===== src/rtl/io_pkg.sv =====
// Shared constants for the switch/button debounce front end.
package io_pkg;

   localparam int DEFAULT_SW_WIDTH        = 16;
   localparam int DEFAULT_DEBOUNCE_CYCLES = 200000;
   localparam int CNT_WIDTH               = 20;

endpackage


===== src/rtl/debounce_cell.sv =====
// One debounce channel: two-flop synchroniser, previous sample, saturating
// stability counter and the accepted (stable) value for a WIDTH-bit bus.
module debounce_cell
   import io_pkg::*;
#(
   parameter int WIDTH           = 1,
   parameter int DEBOUNCE_CYCLES = DEFAULT_DEBOUNCE_CYCLES
) (
   input  logic             clk,
   input  logic             rst,
   input  logic [WIDTH-1:0] raw,
   output logic [WIDTH-1:0] stable
);

   localparam logic [CNT_WIDTH-1:0] CNT_MAX = CNT_WIDTH'(DEBOUNCE_CYCLES - 1);

   logic [WIDTH-1:0]     meta;
   logic [WIDTH-1:0]     sync;
   logic [WIDTH-1:0]     prev;
   logic [CNT_WIDTH-1:0] count;

   // The whole bus is one channel, so a bounce on any bit restarts the count
   // and all bits are accepted together.
   always_ff @(posedge clk or posedge rst) begin
      if (rst) begin
         meta   <= '0;
         sync   <= '0;
         prev   <= '0;
         count  <= '0;
         stable <= '0;
      end else begin
         meta <= raw;
         sync <= meta;
         prev <= sync;
         if (sync != prev) begin
            count <= '0;
         end else if (count != CNT_MAX) begin
            count <= count + CNT_WIDTH'(1);
         end else if (stable != sync) begin
            stable <= sync;
         end
      end
   end

endmodule


===== src/rtl/switch_debounce.sv =====
// Debounced switch bus plus a confirmation button that latches a snapshot of
// the switches on each accepted press, held until the CPU acknowledges it.
module switch_debounce
   import io_pkg::*;
#(
   parameter int DEBOUNCE_CYCLES = DEFAULT_DEBOUNCE_CYCLES,
   parameter int SW_WIDTH        = DEFAULT_SW_WIDTH
) (
   input  logic                clk,
   input  logic                rst,
   input  logic [SW_WIDTH-1:0] switch_raw,
   input  logic                confirm_raw,
   input  logic                ack,
   output logic [SW_WIDTH-1:0] switch_input,
   output logic                confirmation,
   output logic                confirm_pulse,
   output logic [SW_WIDTH-1:0] switch_snapshot,
   output logic                overrun
);

   logic btn_stable;
   logic btn_stable_d;
   logic press;

   debounce_cell #(
      .WIDTH           (SW_WIDTH),
      .DEBOUNCE_CYCLES (DEBOUNCE_CYCLES)
   ) u_switch_cell (
      .clk    (clk),
      .rst    (rst),
      .raw    (switch_raw),
      .stable (switch_input)
   );

   debounce_cell #(
      .WIDTH           (1),
      .DEBOUNCE_CYCLES (DEBOUNCE_CYCLES)
   ) u_button_cell (
      .clk    (clk),
      .rst    (rst),
      .raw    (confirm_raw),
      .stable (btn_stable)
   );

   // Only the rising edge of the debounced button counts; releases are silent.
   assign press         = btn_stable & ~btn_stable_d;
   assign confirm_pulse = press;

   // A press beats a simultaneous ack: confirmation stays set, overrun drops.
   always_ff @(posedge clk or posedge rst) begin
      if (rst) begin
         btn_stable_d    <= 1'b0;
         confirmation    <= 1'b0;
         switch_snapshot <= '0;
         overrun         <= 1'b0;
      end else begin
         btn_stable_d <= btn_stable;
         if (press) begin
            confirmation    <= 1'b1;
            switch_snapshot <= switch_input;
            if (ack && confirmation) begin
               overrun <= 1'b0;
            end else begin
               overrun <= overrun | confirmation;
            end
         end else if (ack && confirmation) begin
            confirmation <= 1'b0;
            overrun      <= 1'b0;
         end
      end
   end

endmodule

===== config.mk =====
export PLATFORM = sky130hd
export DESIGN_NAME = switch_debounce
export DESIGN_NICKNAME = d
export VERILOG_FILES = /design/src/rtl/io_pkg.sv /design/src/rtl/debounce_cell.sv /design/src/rtl/switch_debounce.sv
export SDC_FILE = /design/constraint.sdc
export NUM_CORES = 1
export LEC_CHECK = 0
export CAP_MARGIN = 20
export CORE_MARGIN = 4
export CORE_UTILIZATION = 28
export DETAILED_ROUTE_END_ITERATION = 6
export GPL_ROUTABILITY_DRIVEN = 0
export PLACE_DENSITY_LB_ADDON = 0.15
export SETUP_SLACK_MARGIN = 0.2
export SYNTH_ARGS = -nofsm -noshare
export SYNTH_HDL_FRONTEND = slang
export SYNTH_SLANG_ARGS = --single-unit

===== constraint.sdc =====
create_clock -name clk -period 5 [get_ports clk]
set_input_delay 1 -clock clk [delete_from_list [all_inputs] [get_ports clk]]
set_output_delay 1 -clock clk [all_outputs]
set_load 0.005 [all_outputs]

After elaboration in Yosys (flattened, before gate mapping). Index checks and enable logic that the tools add are counted. W data, S select, Z words.

Register bits: 127. Input port bits: 20. Output and inout port bits: 35. Word-level logic and storage cells: 43.

$add $sub $neg: 2. Equal/unequal tests: 6. Muxes and demuxes: 8. Bitwise operators: 7. Reduce and logical (&&, ||, !) cells: 6.

Operators with widths (number): $mux W20 (4); $add A20 B1 Y20 const B (2); $ne A20 B18 Y1 const B (2); $ne A16 B16 Y1 (2); $reduce_and A3 Y1 (2); $reduce_bool A2 Y1 (3); $not A1 Y1 (5); $mux W1 (4); $ne A1 B1 Y1 (2); $and A1 B1 Y1 (1); $logic_and A1 B1 Y1 (1); $or A1 B1 Y1 (1).

Logic depth before layout (Yosys ltp). Gate-level depths: netlist of run 1.

Depth after elaboration: 3. Gate-level depth with buffers: 7. Mapped depth without buffers: 6.

Cells and area by module. From an unflattened synthesis of run 1, not the netlist that was laid out.

Cells, all modules: 394. Area, all modules: 5158.7 µm².

Modules (own cells, without submodules): debounce_cell (u_switch_cell) (times used 1, cells each 230, area an instance 3219.3 µm²); debounce_cell (u_button_cell) (times used 1, cells each 121, area an instance 1173.6 µm²); switch_debounce (times used 1, cells each 43, area an instance 765.7 µm²).

Worst setup path before layout of run 1. No wires, ideal clock.

Path kind: register to register. Start: register u_switch_cell.count[6]. End: register u_switch_cell.stable[0]. Setup time: 125 ps. Arrival time: 2066 ps. Setup slack: 2808 ps. Stages on the path, launching flop included: 8. Path buffers: 2. Clock period less this slack: 2192 ps. Path through: dfrtp_1 nor4b_2 nand4_1 or3_4 or3_1 buf_6 buf_12 mux2_4.

Longest elaborated chain between the ends: 3.

Ends and longest elaborated chain: start, declared (RTL line debounce_cell.sv:20) `logic [CNT_WIDTH-1:0] count;`; start signal, assigned (RTL line debounce_cell.sv:38) `count <= count + CNT_WIDTH'(1);`; $ne A20 B18 Y1 (RTL line debounce_cell.sv:37) `end else if (count != CNT_MAX) begin`; $not A1 Y1 (no source line); $reduce_and A3 Y1 (no source line); end signal, assigned (RTL line debounce_cell.sv:40) `stable <= sync;`; end, declared (RTL line debounce_cell.sv:12) `output logic [WIDTH-1:0] stable`.

No other way between the ends. A chain may end at the register's enable or synchronous reset.

Worst setup path in the final report of run 1.
Start: register u_switch_cell.sync[12]. End: register u_switch_cell.stable[3].

Longest elaborated chain between the ends: 3.

Ends and longest elaborated chain: start, declared (RTL line debounce_cell.sv:18) `logic [WIDTH-1:0] sync;`; start signal, assigned (RTL line debounce_cell.sv:33) `sync <= meta;`; $ne A16 B16 Y1 (RTL line debounce_cell.sv:35) `if (sync != prev) begin`; $not A1 Y1 (no source line); $reduce_and A3 Y1 (no source line) *.

Mark *: on every way between the ends. The rest lies on a longest branch, timed or not.

==> results.py, run 1 <==
metrics = {
    "run_status": {
        "status": "finished, final reports clean",
    },
    "cells_and_area": {
        "layout.cells.non_filler": 693,
        "final_core_util_pct": 36.5,
        "drive_gt1_share_pct": 16.0,
        "seqCellArea_mm2": 0.00318,
        "multiInputGateArea_mm2": 0.00175,
        "num-fill-cells": 1675,
        "fin_area_mm2": 0.00636,
        "nets": 477,
        "antenna_cells": 0,
        "syn2layout_area_growth_pct": 27.4,
    },
    "floorplanning": {
        "die_w_um": 142,
        "row_count": 48,
        "start_util_pct": 28.7,
        "die_area_mm2": 0.0200,
        "core_mm2": 0.0174,
        "boundaryPins": 55,
        "die_h_um": 142,
    },
    "place": {
        "dpl_cell_area_mm2": 0.00581,
        "portBuffers": 54,
        "dp_cells": 661,
        "place_ws_ps": 2260,
        "dp_hpwl_um": 6800,
    },
    "clock_tree": {
        "cts_tree": "yes",
        "cts_setup_buffers": 0,
        "cts-root-buf": "clkbuf_16",
        "clk_path_buf_depth": 2,
        "cts_made_buffers": 17,
        "clock_latency_ps": 410,
        "cts_hold_buf": 0,
        "post_cts_resized": 0,
        "htreeDepth": 4,
        "cts_sinks": 127,
        "clk_pin_slew_ps": 60,
    },
    "worst_setup_path": {
        "critPathMaxFanout": 21,
        "worst_ep_arrival_time_ps": 2970,
        "critPathLaunchType": "register",
        "critPathTopFamily": "simple AND/OR/NAND/NOR gates",
        "slowest_delay_ps": 790,
        "path_cells": "xor2_1, nor4_1, nand4_1, buf_4, or3_1, mux2_4",
        "critPathKind": "reg -> reg",
        "critPathRequiredTime_ps": 5290,
        "cp-end-kind": "register",
        "critPathSlowestCell": "or3_1",
        "critPathBufInv": 1,
    },
    "drt": {
        "wl_per_cell_um": 14.6,
        "drtIter0Drc": 126,
        "antenna_left": 0,
        "viasPerCell": 4.37,
        "drt-total-wl_um": 10100,
        "route.detailed.drc": 0,
        "vias": 3027,
        "firstDrtPassIters": 4,
    },
    "sta": {
        "finalHoldViolCount": 0,
        "min_period_ps": 2680,
        "timing.final.ws_setup_ps": 2320,
        "clock.fmax_mhz": 373,
        "slew_headroom_pct": 35.6,
        "rsz0062_at_grt": "no",
        "tns_ps": 0,
        "worst_pin_slew_ps": 967,
        "clock_skew_ps": 9.60,
        "finalSetupViolCount": 0,
        "drv_slew": 0,
        "finalCritPeriodShare_pct": 53.6,
        "holdWs_ps": 344,
    },
    "yosys": {
        "synthDistinctLibCells": 37,
        "yosys_warnings": 0,
        "synth_seq_area_share_pct": 63.6,
        "ys_ff_latch": 127,
        "syn_nets": 406,
        "synth_area_per_cell_um2": 13.0,
        "synthesis.area_mm2": 0.00499,
        "synthCells": 384,
    },
    "grt": {
        "antenna_found_initial": 0,
        "grt_pass1_vias": 3178,
        "grt.total_usage_pct": 11.0,
        "grt_max_degree": 68,
        "overflow": 0,
        "grt_pass1_wl_um": 17000,
    },
    "power_and_ir_drop": {
        "seqPwrFrac_pct": 47.0,
        "clkPwrFrac_pct": 50.0,
        "power.switching_mw": 0.519,
        "cellPowerDensity_mw_per_mm2": 359,
        "p_leak_nw": 2.71,
        "ir_worst_vdd_mv": 0.229,
        "combPwrFrac_pct": 3.1,
        "total_power_mw": 2.28,
        "power.internal_mw": 1.76,
        "switching_share_pct": 22.8,
    },
    "job": {
        "max_cap_violations": 0,
    },
    "hold_path": {
        "hold_path.class": "reg -> reg",
    },
}
[Yosys cell counts (all sizes together)]
cell type / number / share of area [%]
ha: 2 / 0.50
a211oi: 2 / 0.30
nor2: 43 / 3.2
a31oi: 2 / 0.25
a21o: 2 / 0.30
nor4b: 2 / 0.48
or3: 6 / 0.85
buf: 3 / 0.70
nor3: 10 / 1.1
and2: 3 / 0.38
nand2: 16 / 1.2
clkbuf: 5 / 0.38
and3: 4 / 0.50
nor2b: 1 / 0.13
nor4: 10 / 1.3
inv: 4 / 0.30
nand3: 19 / 1.9
a21oi: 7 / 0.70
o21ai: 3 / 0.30
xnor2: 25 / 4.4
mux2i: 1 / 0.20
mux2: 32 / 8.0
xor2: 37 / 6.5
nand2b: 1 / 0.13
nand4: 11 / 1.4
and4bb: 1 / 0.25
or4: 1 / 0.15
o31ai: 1 / 0.15
dfrtp: 127 / 64
a22o: 1 / 0.18
and4: 2 / 0.35
[cell families (layout without fill, tap and decap cells)]
logic type      Yosys count  in the layout  share of synthesized area, %
compound gates           18             18                          2.18
xor+xnor                 62             62                          10.9
fa+ha+maj                 2              2                         0.501
buf+inv                  12             96                          1.38
flops                   127            127                          63.6
mux                      33             33                          8.17
simple gates            130            130                          13.3
[state kept, by name (all words and copies together) (netlist names)]
register              cells
u_button_cell.prev        1
btn_stable_d              1
overrun                   1
u_button_cell.sync        1
confirmation              1
switch_snapshot          16
u_switch_cell.count      20
u_switch_cell.prev       16
u_switch_cell.meta       16
u_button_cell.stable      1
u_switch_cell.sync       16
u_button_cell.meta        1
u_button_cell.count      20
u_switch_cell.stable     16
[placed cells by master (no fill, tap or decap), types with 9 or more instances in the layout]
| master | netlist | routed |
|---|---|---|
| xnor2_1 | 25 | 25 |
| dfrtp_1 | 127 | 127 |
| xor2_1 | 37 | 37 |
| mux2_4 | 10 | 10 |
| nand3_1 | 19 | 19 |
| nor2_1 | 43 | 43 |
| mux2_2 | 22 | 22 |
| clkbuf_16 | 0 | 17 |
| nor3_1 | 9 | 9 |
| nor4_1 | 10 | 10 |
| clkdlybuf4s50_1 | 0 | 54 |
| nand4_1 | 11 | 11 |
| nand2_1 | 16 | 16 |
[power by group through the flow]
stage	Clock, mW	Combinational [mW]	Sequential, mW
floorplan	0	0.0412	1.09
detailed placement	0	0.0731	1.09
global route	1.22	0.0812	1.07
global placement	0	0.0726	1.09
CTS	1.18	0.0733	1.07
finish	1.14	0.0701	1.07
[cell type report]
type,count,area share (%)
clock buffer,18,6.75
sequential,127,50.0
multi-input combinational,245,27.5
clock inverter,14,1.89
timing repair buffer,60,9.20
tap,225,4.42
inverter,4,0.275
[path summary, 6_finish.rpt]
path                                         from                       to  slack, ps  cells after the start
max                        u_switch_cell.sync[12]  u_switch_cell.stable[3]       2320                      6
min                        u_switch_cell.meta[15]   u_switch_cell.sync[15]        340                      0
max reg2reg                u_switch_cell.sync[12]  u_switch_cell.stable[3]       2320                      6
min reg2reg                u_switch_cell.meta[15]   u_switch_cell.sync[15]        340                      0
max in group asynchronous                     rst    u_switch_cell.prev[4]       3050                      3
min in group asynchronous                     rst      switch_snapshot[13]       1100                      2
[per-layer routing]
| metal | vias up | GRT usage (%) | share of wire [%] | routed length (um) |
|---|---|---|---|---|
| li1 | 1468 | - | - | - |
| met1 | 1493 | 15.3 | 50 | 5050 |
| met2 | 54 | 15.9 | 45 | 4520 |
| met3 | 12 | 3.27 | 3.5 | 354 |
| met4 | 0 | 4.85 | 1.8 | 187 |
| met5 | - | 0 | 0 | 0 |
No activity file was read; power rests on OpenSTA's default activity.
==> inputs of run 2 (changes only) <==
- clock period: 5 -> 2.3 ns (I/O delays scaled with it)
==> results.py, run 2 (synthesis results as in run 1) <==
metrics = {
    "cells_and_area": {
        "nets": 502,
        "drive_gt1_share_pct": 21.1,
        "fin_area_mm2": 0.00667,
        "antenna_cells": 0,
        "final_core_util_pct": 38.3,
        "top_regs": "u_button_cell.count (20), u_switch_cell.count (20)",
        "num-fill-cells": 1677,
        "layout_common_cells": "dfrtp_1, clkdlybuf4s50_1, nor2_1",
        "syn2layout_area_growth_pct": 33.6,
        "final_common_cell": "dfrtp_1",
    },
    "floorplanning": {
        "core_mm2": 0.0174,
        "boundaryPins": 55,
        "die_h_um": 142,
        "die_w_um": 142,
        "die_area_mm2": 0.0200,
        "start_util_pct": 28.7,
        "row_count": 48,
    },
    "place": {
        "dp_hpwl_um": 7010,
        "place_ws_ps": -89.8,
        "dpl_cell_area_mm2": 0.00600,
        "portBuffers": 54,
    },
    "drt": {
        "viasPerCell": 4.40,
        "firstDrtPassIters": 4,
        "vias": 3154,
        "antenna_left": 0,
        "drt-total-wl_um": 10400,
        "route.detailed.drc": 0,
        "drtIter0Drc": 172,
        "wl_per_cell_um": 14.5,
    },
    "clock_tree": {
        "clk_path_buf_depth": 2,
        "cts-root-buf": "clkbuf_16",
        "cts_sinks": 127,
        "cts_tree": "yes",
        "cts_made_buffers": 17,
        "htreeDepth": 4,
        "clk_pin_slew_ps": 60,
        "clock_latency_ps": 410,
    },
    "sta": {
        "clock_skew_ps": 7.85,
        "worst_pin_slew_ps": 651,
        "finalHoldViolCount": 0,
        "timing.final.ws_setup_ps": 179,
        "holdWs_ps": 345,
        "clock.fmax_mhz": 471,
        "min_period_ps": 2120,
        "slew_headroom_pct": 56.2,
        "drv_slew": 0,
        "finalSetupViolCount": 0,
        "rsz0062_at_grt": "yes",
        "finalCritPeriodShare_pct": 92.2,
    },
    "grt": {
        "overflow": 0,
        "grt_max_degree": 81,
        "grt_pass1_vias": 3403,
        "grt_pass1_wl_um": 17600,
        "antenna_found_initial": 0,
        "grt.total_usage_pct": 11.3,
    },
    "hold_path": {
        "hold_end": "u_switch_cell.sync[7]",
        "hold_path_depth": 0,
        "hp-start": "u_switch_cell.meta[7]",
        "hold_path.class": "reg -> reg",
    },
    "worst_setup_path": {
        "critPathLaunchType": "register",
        "worst_ep_arrival_time_ps": 2420,
        "slowest_delay_ps": 430,
        "reg2reg_depth": 6,
        "critPathKind": "reg -> reg",
        "critPathMaxFanout": 9,
        "cp-end-kind": "register",
        "regToRegEndpoint": "u_switch_cell.stable[7]",
        "critPathSlowestCell": "or3_4",
        "reg2reg_setup_slack_ps": 180,
        "path_cells": "xor2_1, nor4_2, nand4_1, or3_4, buf_6, mux2_4",
        "r2r_start": "u_switch_cell.sync[6]",
        "critPathRequiredTime_ps": 2600,
    },
    "power_and_ir_drop": {
        "ir_worst_vdd_mv": 0.571,
        "total_power_mw": 5.26,
        "cellPowerDensity_mw_per_mm2": 788,
        "p_leak_nw": 2.90,
    },
    "run_status": {
        "status": "finished, final reports clean",
    },
    "job": {
        "max_cap_violations": 0,
    },
}
==> run 2: worst max-delay path by stage <==
| stage | from | endpoint | slack, ps | cells past startpoint |
|---|---|---|---|---|
| finish | u_switch_cell.sync[6] | u_switch_cell.stable[7] | 180 | 6 |
| global route | u_switch_cell.count[7] | u_switch_cell.stable[8] | 90 | 6 |
| CTS | u_switch_cell.sync[6] | u_switch_cell.stable[8] | 150 | 6 |
| detailed placement | u_switch_cell.sync[1] | u_switch_cell.stable[8] | -90 | 6 |
| global placement | u_switch_cell.sync[1] | u_switch_cell.stable[15] | -110 | 6 |
| floorplan | u_switch_cell.count[6] | u_switch_cell.stable[0] | 120 | 7 |
==> run 2: layer usage <==
layer / global-route usage, % / routed length, um / vias to the layer above
met5: 0 / 0 / -
met4: 4.49 / 174 / 0
met2: 17.2 / 4820 / 60
li1: - / - / 1521
met1: 14.8 / 4970 / 1560
met3: 3.84 / 405 / 13
==> run 2: cell type report <==
class	instances	area, um2	share of cell area [%]
clock buffers	22	484	7.26
clock inverters	9	133	1.99
inverters	4	18.8	0.281
multi-input cells	245	1770	26.5
flip-flops and latches	127	3180	47.7
well taps	225	282	4.22
repair buffers	85	806	12.1
==> run 2: power by group <==
| group | internal, mW | switching, mW | leakage [nW] |
|---|---|---|---|
| sequential | 2.29 | 0.0394 | 1.65 |
| combinational | 0.0749 | 0.0921 | 0.955 |
| clock | 1.81 | 0.948 | 0.298 |
| total | 4.18 | 1.08 | 2.90 |
==> run 2: critical path: cells and delay by family (launching register included) <==
| kind | cells | cell delay, ps |
|---|---|---|
| DFF | 1 | 420 |
| muxes | 1 | 290 |
| buffers and inverters | 1 | 160 |
| xor gates and xnor gates | 1 | 160 |
| and+or+nand+nor | 3 | 980 |
==> run 2: per-stage QoR <==
step	TNS [ps]	instances
final	0	717
after global routing	0	717
after CTS	0	716
after detailed placement	-1090	682
after global placement	-1520	682
after floorplan	0	384
==> run 2: repair_timing <==
item | in CTS | in global routing
endpoints found under the hold margin | 0 | 0
resized for setup | 6 | 1
setup endpoints to repair | 16 | 16
pin swaps | 3 | 3
hold buffers | 0 | 0
setup buffers | 3 | 1
